$ cat src/rtl/branch_history_table_if.sv
// ----------------------------------------------------------------------------
// branch_history_table_if
//   Bundles the fetch/decode lookup port, the execute-stage training port and
//   the status outputs of the bimodal branch predictor.
//
//   master : the pipeline side (drives lookup/update, observes prediction)
//   slave  : the predictor itself
//
//   lookup_valid      FD-stage instruction is a branch
//   lookup_pc[31:0]   PC of the FD-stage instruction
//   jump              prediction, 1 = taken
//   update_valid      X-stage branch resolved this cycle
//   update_pc[31:0]   PC of the resolved branch
//   update_taken      actual outcome, 1 = taken
//   update_mispredict checker flagged a misprediction for this branch
//   ready             table initialisation has completed
//   mispredict_count  saturating count of qualified mispredicts
// ----------------------------------------------------------------------------
interface branch_history_table_if;
    logic        lookup_valid;
    logic [31:0] lookup_pc;
    logic        jump;
    logic        update_valid;
    logic [31:0] update_pc;
    logic        update_taken;
    logic        update_mispredict;
    logic        ready;
    logic [15:0] mispredict_count;

    modport master (
        output lookup_valid, lookup_pc,
        output update_valid, update_pc, update_taken, update_mispredict,
        input  jump, ready, mispredict_count
    );

    modport slave (
        input  lookup_valid, lookup_pc,
        input  update_valid, update_pc, update_taken, update_mispredict,
        output jump, ready, mispredict_count
    );
endinterface

$ cat src/rtl/branch_history_table.sv
// ----------------------------------------------------------------------------
// branch_history_table
//   Bimodal branch predictor: ENTRIES 2-bit saturating counters indexed by
//   pc[IDX_BITS+1:2]. Read combinationally at fetch/decode, trained one cycle
//   later when the execute stage resolves a branch. After reset an init walk
//   writes INIT_STATE into every entry (ENTRIES cycles) before ready rises.
//
//   clk   in   single clock, all state on posedge
//   rst   in   synchronous, active-high reset
//   bus   slave modport of branch_history_table_if (lookup, update, status)
// ----------------------------------------------------------------------------
module branch_history_table #(
    parameter int          ENTRIES    = 64,
    parameter int          IDX_BITS   = 6,
    parameter logic [1:0]  INIT_STATE = 2'b01
) (
    input  logic                    clk,
    input  logic                    rst,
    branch_history_table_if.slave   bus
);

    localparam logic [0:0] ST_INIT = 1'b0;
    localparam logic [0:0] ST_RUN  = 1'b1;

    localparam logic [IDX_BITS-1:0] LAST_IDX = IDX_BITS'(ENTRIES - 1);

    logic [0:0]          state;
    logic [IDX_BITS-1:0] init_idx;
    logic [15:0]         mis_cnt;
    logic [1:0]          ctr [ENTRIES];

    logic [IDX_BITS-1:0] lookup_idx;
    logic [IDX_BITS-1:0] update_idx;
    logic                ready;
    logic                upd_apply;
    logic [1:0]          upd_cur;
    logic [1:0]          upd_next;
    logic [1:0]          lookup_ctr;

    // Tag-less table: only the index bits of each PC matter.
    logic unused_pc_bits;
    assign unused_pc_bits = ^{bus.lookup_pc[31:IDX_BITS+2], bus.lookup_pc[1:0],
                              bus.update_pc[31:IDX_BITS+2], bus.update_pc[1:0]};

    assign lookup_idx = bus.lookup_pc[IDX_BITS+1:2];
    assign update_idx = bus.update_pc[IDX_BITS+1:2];
    assign ready      = (state == ST_RUN);

    // Reset wins over a same-cycle update; updates before ready are dropped.
    assign upd_apply  = ready & ~rst & bus.update_valid;

    // NOTE: every variable gets a default at the top of always_comb so no
    // path leaves it unassigned, which would otherwise infer a latch.
    always_comb begin
        upd_cur  = ctr[update_idx];
        upd_next = upd_cur;
        if (bus.update_taken) begin
            if (upd_cur != 2'b11) upd_next = upd_cur + 2'd1;
        end else begin
            if (upd_cur != 2'b00) upd_next = upd_cur - 2'd1;
        end
    end

    // Write-first bypass: a lookup hitting the entry being trained this cycle
    // sees the post-update value.
    always_comb begin
        lookup_ctr = ctr[lookup_idx];
        if (upd_apply && (lookup_idx == update_idx)) lookup_ctr = upd_next;
    end

    assign bus.jump             = ready & ~rst & bus.lookup_valid & lookup_ctr[1];
    assign bus.ready            = ready;
    assign bus.mispredict_count = mis_cnt;

    // NOTE: sequential state is written with non-blocking assignments so all
    // flops update together from pre-edge values.
    always_ff @(posedge clk) begin
        if (rst) begin
            state    <= ST_INIT;
            init_idx <= '0;
            mis_cnt  <= '0;
        end else begin
            if (state == ST_INIT) begin
                init_idx <= init_idx + 1'b1;
                if (init_idx == LAST_IDX) state <= ST_RUN;
            end
            if (upd_apply && bus.update_mispredict && (mis_cnt != 16'hFFFF))
                mis_cnt <= mis_cnt + 16'd1;
        end
    end

    // NOTE: the counter array has no reset term; the init walk fills it after
    // reset, which keeps it mappable to plain RAM.
    always_ff @(posedge clk) begin
        if (!rst) begin
            if (state == ST_INIT)
                ctr[init_idx] <= INIT_STATE;
            else if (upd_apply)
                ctr[update_idx] <= upd_next;
        end
    end

endmodule

$ cat src/flat_wrapper.sv
// flat-port wrapper written by rule: the top's interface ports become plain ports
module branch_history_table_flat 
#(
    parameter int          ENTRIES    = 64,
    parameter int          IDX_BITS   = 6,
    parameter logic [1:0]  INIT_STATE = 2'b01
)
  (clk, rst, bus_lookup_valid, bus_lookup_pc, bus_update_valid, bus_update_pc, bus_update_taken, bus_update_mispredict, bus_jump, bus_ready, bus_mispredict_count);
  branch_history_table_if bus_i ();
  input  logic clk;
  input  logic rst;
  input wire logic [$bits(bus_i.lookup_valid)-1:0] bus_lookup_valid;
  input wire logic [$bits(bus_i.lookup_pc)-1:0] bus_lookup_pc;
  input wire logic [$bits(bus_i.update_valid)-1:0] bus_update_valid;
  input wire logic [$bits(bus_i.update_pc)-1:0] bus_update_pc;
  input wire logic [$bits(bus_i.update_taken)-1:0] bus_update_taken;
  input wire logic [$bits(bus_i.update_mispredict)-1:0] bus_update_mispredict;
  output wire logic [$bits(bus_i.jump)-1:0] bus_jump;
  output wire logic [$bits(bus_i.ready)-1:0] bus_ready;
  output wire logic [$bits(bus_i.mispredict_count)-1:0] bus_mispredict_count;
  assign bus_i.lookup_valid = bus_lookup_valid;
  assign bus_i.lookup_pc = bus_lookup_pc;
  assign bus_i.update_valid = bus_update_valid;
  assign bus_i.update_pc = bus_update_pc;
  assign bus_i.update_taken = bus_update_taken;
  assign bus_i.update_mispredict = bus_update_mispredict;
  assign bus_jump = bus_i.jump;
  assign bus_ready = bus_i.ready;
  assign bus_mispredict_count = bus_i.mispredict_count;
  branch_history_table #(.ENTRIES(ENTRIES), .IDX_BITS(IDX_BITS), .INIT_STATE(INIT_STATE)) u_core (.clk(clk), .rst(rst), .bus(bus_i));
endmodule
$ cat config.mk
export PLATFORM = sky130hd
export DESIGN_NAME = branch_history_table_flat
export DESIGN_NICKNAME = d
export VERILOG_FILES = /design/src/rtl/branch_history_table_if.sv /design/src/rtl/branch_history_table.sv /design/src/flat_wrapper.sv
export SDC_FILE = /design/constraint.sdc
export NUM_CORES = 1
export LEC_CHECK = 0
export ABC_AREA = 1
export CAP_MARGIN = 10
export CORE_MARGIN = 10
export CORE_UTILIZATION = 56
export DETAILED_ROUTE_END_ITERATION = 7
export PLACE_DENSITY = 0.88
export SYNTH_ARGS = -nofsm -noshare
export SYNTH_HDL_FRONTEND = slang
export SYNTH_SLANG_ARGS = --single-unit
$ cat constraint.sdc
create_clock -name clk -period 5.01 [get_ports clk]
set_input_delay 0.7515 -clock clk [delete_from_list [all_inputs] [get_ports clk]]
set_output_delay 0.7515 -clock clk [all_outputs]
set_load 0.005 [all_outputs]
* Word level (Yosys, flattened, before mapping) *
Memories as Yosys holds them, arrays and structs flattened.
Cells that the tools add are included.

storage, ports and cells
  flip-flop bits (word level) = 23
  bits in writable memories = 128
  input port bits = 70
  output and inout port bits = 18
  logic and storage cells = 38
  memories = 1

operators by class
  $add $sub $neg = 4
  equal/unequal tests = 4
  multiplexer cells = 16
  bitwise gates (word level) = 5
  reduce and logical (&&, ||, !) cells = 5

memory list
  memory      words  bits a word  read ports  clocked after Yosys merged registers in  wr ports  line                        RTL
  u_core.ctr  64     2            2           0                                        1         branch_history_table.sv:30  logic [1:0] ctr [ENTRIES];

operator list
  cell                   count
  $add 16x1->16 const B  1
  $ne 16x16->1 const B   1
  $mux 1                 10
  $mux 2                 5
  $add 6x1->6 const B    1
  $eq 6x6->1             1
  $eq 6x6->1 const B     1
  $mux 6                 1
  $and 1x1->1            4
  $logic_and 1x1->1      3
  $add 2x1->2 const B    1
  $ne 2x2->1 const B     1
  $reduce_bool 2->1      1
  $reduce_or 2->1        1
  $sub 2x1->2 const B    1
  $not 1->1              1

* Logic depth before layout (Yosys ltp) *
  word-level depth = 9
  mapped depth = 15
  gate-level depth less buffers = 13

* Worst setup path after synthesis *
Ideal clock, no wire load.

  kind = input to register
  start = input bus_update_pc[2]
  end = memory u_core.ctr[0][1], data pin
  library setup time = 0.500 ns
  data arrival time = 3.303 ns
  data required time = 4.510 ns
  path slack = 1.207 ns
  stages = 15
  path buffers = 2
  path through = inv_1 buf_2 buf_2 nand2_1 nand3_1 nand3_1 nand2_1 nand2_1 nand3_1 nand3_1 nand2_1 nand2_1 nand2_1 nand2_1 nor2_1

between the ends
  word-level cells in the longest chain between the ends = 5
  elaborated cells between the ends (all ways) = 9
  those cells by class = add/sub (2); eq/ne (1); mux (4); reduce/logical (1); memory (1)

ends and longest elaborated chain
  item                                       line                                                    RTL
  start, declared                            flat_wrapper.sv:15                                      input wire logic [$bits(bus_i.update_pc)-1:0] bus_update_pc;
  $mem_v2 64x2 *                             -
  $sub 2x1->2, or another cell as far along  branch_history_table.sv:60                              if (upd_cur != 2'b00) upd_next = upd_cur - 2'd1;
  $mux 2 (on tied branches)                  branch_history_table.sv:60, branch_history_table.sv:58
  $mux 2 *                                   branch_history_table.sv:57                              if (bus.update_taken) begin
  $mux 2 (no line) *                         -
  end, declared                              branch_history_table.sv:30

Mark *: on every way between the ends. The rest lies on a longest branch, timed or not.

* Worst setup path after layout *
  start = input bus_lookup_pc[2]
  end = output bus_jump

between the ends
  word-level cells in the longest chain between the ends = 4
  elaborated cells between the ends (all ways) = 5
  those cells by class = eq/ne (1); mux (1); bitwise (1); reduce/logical (1); memory (1)

ends and longest elaborated chain
  item                                                  line                        RTL
  start, declared                                       flat_wrapper.sv:13          input wire logic [$bits(bus_i.lookup_pc)-1:0] bus_lookup_pc;
  branches (longest 2 deep; another with $mem_v2 64x2)  -
  $mux 2 *                                              branch_history_table.sv:68  if (upd_apply && (lookup_idx == update_idx)) lookup_ctr = upd_next;
  $and 1x1->1 *                                         branch_history_table.sv:71  assign bus.jump = ready & ~rst & bus.lookup_valid & lookup_ctr[1];
  end, declared                                         flat_wrapper.sv:18          output wire logic [$bits(bus_i.jump)-1:0] bus_jump;

Mark *: on every way between the ends.

==> flow_metrics.env <==
export IMPL_clock_skew_ns=0.0189
export IMPL_antenna_cells=0
export IMPL_tns_ns=0
export IMPL_wl_met1_mm=7.61
export IMPL_cp_max_fo=22
export IMPL_ir_drop_uv=197
export IMPL_relSlewSlack_pct=43.9
export IMPL_met3RoutedLength_mm=2.15
export IMPL_routed_top_layer="met4"
export IMPL_async_flop_share_pct=0
export IMPL_syn_num_nets=947
export IMPL_io_buffers=35
export IMPL_cts_clk_slew_worst_paths_ns=0.07
export IMPL_cts_tree="built"
export IMPL_wl_met2_mm=9.25
export IMPL_die_y_um=137
export IMPL_worst_pin_slew_ns=0.839
export IMPL_globalplace_congestion=0.939
export IMPL_clk_latency_ns=0.43
export IMPL_dr_pass1_iters=5
export IMPL_die_w_um=137
export IMPL_ys_ff_latch=151
export IMPL_critPathSlowestCell="inv_1"
export IMPL_yosysTopAreaCellShare_pct=50.5
export IMPL_r2r_slack_ns=2.40
export IMPL_grt_use_total_pct=21.7
export IMPL_drc=0
export IMPL_post_cts_setup_buffer_count=0
export IMPL_crit_arrival_ns=3.59
export IMPL_synth_top_cells_by_area="edfxtp_1 (51%), nand2_1 (13%), nand3_1 (10%)"
export IMPL_synth_distinct_cells=36
export IMPL_fin_crit_sh_pct=86.6
export IMPL_nNetsFinal=973
export IMPL_clockBufferDepth=2
export IMPL_p_leak_uw=0.00338
export IMPL_grt_pass1_vias=6211
export IMPL_wl_per_cell_um=18.2
export IMPL_antenna_found_initial=0
export IMPL_layout_setup_ws_ns=0.669
export IMPL_min_delay_path_class="flop to flop"
export IMPL_fill_cells=1014
export IMPL_cpPeakStageDelay_ns=0.63
export IMPL_status="complete, no violations"
export IMPL_endpoint_kind="output pin"
export IMPL_viasPerCell=5.94
export IMPL_critPathKind="primary input to output pin"
export IMPL_final_layout_size_suffix_gt1_share_pct=8.42
export IMPL_io_pins=88
export IMPL_root_buffer="clkbuf_16"
export IMPL_crit_start="bus_lookup_pc[2]"
export IMPL_place_area_um2=8110
export IMPL_coreArea_um2=13300
export IMPL_cp_num_buf_inv=3
export IMPL_synthFlopType="edfxtp_1"
export IMPL_grt_max_degree=52
export IMPL_synth_most_common_cell="nand2_1"
export IMPL_multi_input_area_um2=2870
export IMPL_internal_power_uw=2110
export IMPL_post_place_ws_ns=0.736
export IMPL_clkPwrFrac_pct=44.2
export IMPL_fin_cells=1090
export IMPL_start_util_pct=57.2
export IMPL_holdBufCountCts=0
export IMPL_yosysTopAreaCell="edfxtp_1"
export IMPL_synth_edf_count=128
export IMPL_synth_seq_area_share_pct=56.6
export IMPL_p_comb_share_pct=7.4
export IMPL_powerDensity_nw_per_um2=321
export IMPL_power_frac_seq_pct=48.5
export IMPL_finalMaxSlewViolations=0
export IMPL_dp_cells=1058
export IMPL_rsz0062_at_grt="no"
export IMPL_fin_crit_ns=4.34
export IMPL_dp_hpwl_mm=12.4
export IMPL_syn_inst=875
export IMPL_setup_viol=0
export IMPL_vias=6470
export IMPL_drv_cap=0
export IMPL_ys_warn_count=0
export IMPL_ff_latch_area_um2=4300
export IMPL_cts_made_buffers=17
export IMPL_path_cells="clkdlybuf4s50_1, inv_1, nor2_1, o21ai_0, nand3_1, nand3_1, nand3_1, nand3_1, o21ai_0, nand2_1, nand2_1, a21oi_1, clkdlybuf4s50_1"
export IMPL_clock_fmax_mhz=230
export IMPL_synth_area_per_cell_um2=8.69
export IMPL_ant_nets=0
export IMPL_path_delay_family="buffers and inverters"
export IMPL_finalWirelength_mm=19.9
export IMPL_worstPathRequired_ns=4.26
export IMPL_die_area_um2=18600
export IMPL_r2r_start="u_core.bus.ready"
export IMPL_rows=42
export IMPL_swShare_pct=24.4
export IMPL_grt_pass1_wl_mm=31.1
export IMPL_syn_cell_area_um2=7610
export IMPL_gr_total_overflow=0
export IMPL_worstHoldStart="u_core.init_idx[5]"
export IMPL_clock_sink_count=151
export IMPL_drt_iter0_markers=630
export IMPL_area_delta_synth_final_pct=14.1
export IMPL_ys_top_cells_by_count="nand2_1 (254), nand3_1 (156), edfxtp_1 (128)"
export IMPL_cts_resized_gates=0
export IMPL_path_common_cell="nand3_1"
export IMPL_design_area_um2=8680
export IMPL_hold_viol=0
export IMPL_htree_levels=4
export IMPL_p_sw_uw=681
export IMPL_critPathLaunchType="primary input"
[metrics by stage]
step                      utilization (%)  total power [uW]  hold slack (ns)
after detailed placement             61.0              1580            0.455
after global routing                 65.3              2860            0.508
after floorplan                         -              1510            0.432
after CTS                            65.3              2780            0.471
after global placement               61.0              1570            0.452
final                                65.3              2790            0.466
[power groups by stage]
| stage | sequential (uW) | combinational (uW) | clock, uW |
|---|---|---|---|
| after global placement | 1380 | 196 | 0 |
| after global routing | 1350 | 225 | 1280 |
| after detailed placement | 1380 | 199 | 0 |
| after CTS | 1350 | 201 | 1230 |
| after floorplan | 1380 | 133 | 0 |
| final | 1350 | 206 | 1230 |
[state kept, by name, indices dropped and copies added (netlist names)]
register	cells
u_core.bus.mispredict_count	16
u_core.ctr	128
u_core.init_idx	6
u_core.bus.ready	1
[final timing paths]
| path | depth (start not counted) | to |
|---|---|---|
| setup reg to reg | 7 | u_core.ctr[14][1] |
| hold reg to reg | 2 | u_core.bus.ready |
| setup / recovery | 13 | bus_jump |
| hold / removal | 2 | u_core.bus.ready |
[tightest hold or removal path, delay by kind of cell (launching register included)]
| family | cells | cell delay (ns) |
|---|---|---|
| and+or+nand+nor | 1 | 0.06 |
| DFF | 1 | 0.31 |
| AOI/OAI and AO/OA | 1 | 0.06 |
[placed cells by master (no fill, tap or decap), drive strengths merged, types with 3 or more instances in the layout]
| master | instances |
|---|---|
| clkinvlp | 4 |
| buf | 15 |
| or2 | 5 |
| clkbuf | 17 |
| a21oi | 18 |
| clkinv | 4 |
| nor3 | 18 |
| o211ai | 3 |
| nand3 | 157 |
| clkdlybuf4s50 | 34 |
| edfxtp | 128 |
| nor4 | 7 |
| nand2 | 258 |
| dfxtp | 23 |
| nor2 | 90 |
| nand4 | 10 |
| inv | 73 |
| o21ai | 38 |
[final cells by class]
type | instances | share of cell area, %
Timing Repair Buffer | 49 | 5.33
Sequential cell | 151 | 49.6
Inverter | 67 | 2.90
Tap cell | 176 | 2.54
Clock buffer | 17 | 4.90
Multi-Input combinational cell | 615 | 33.1
Clock inverter | 15 | 1.66
[logic make-up after synthesis]
logic type	synth area share [%]
AND/OR/NAND/NOR	32.3
flip-flops	56.6
buffers and inverters	5.82
AO/OA/AOI/OAI	4.65
XOR/XNOR	0.345
adder cells (fa/ha/maj)	0.329
[layer usage]
metal,global-route usage (%),vias up
li1,-,3017
met1,24.9,3001
met2,35.4,384
met3,5.98,68
met4,13.1,0
met5,0,-
(Power assumes the default switching activity.)
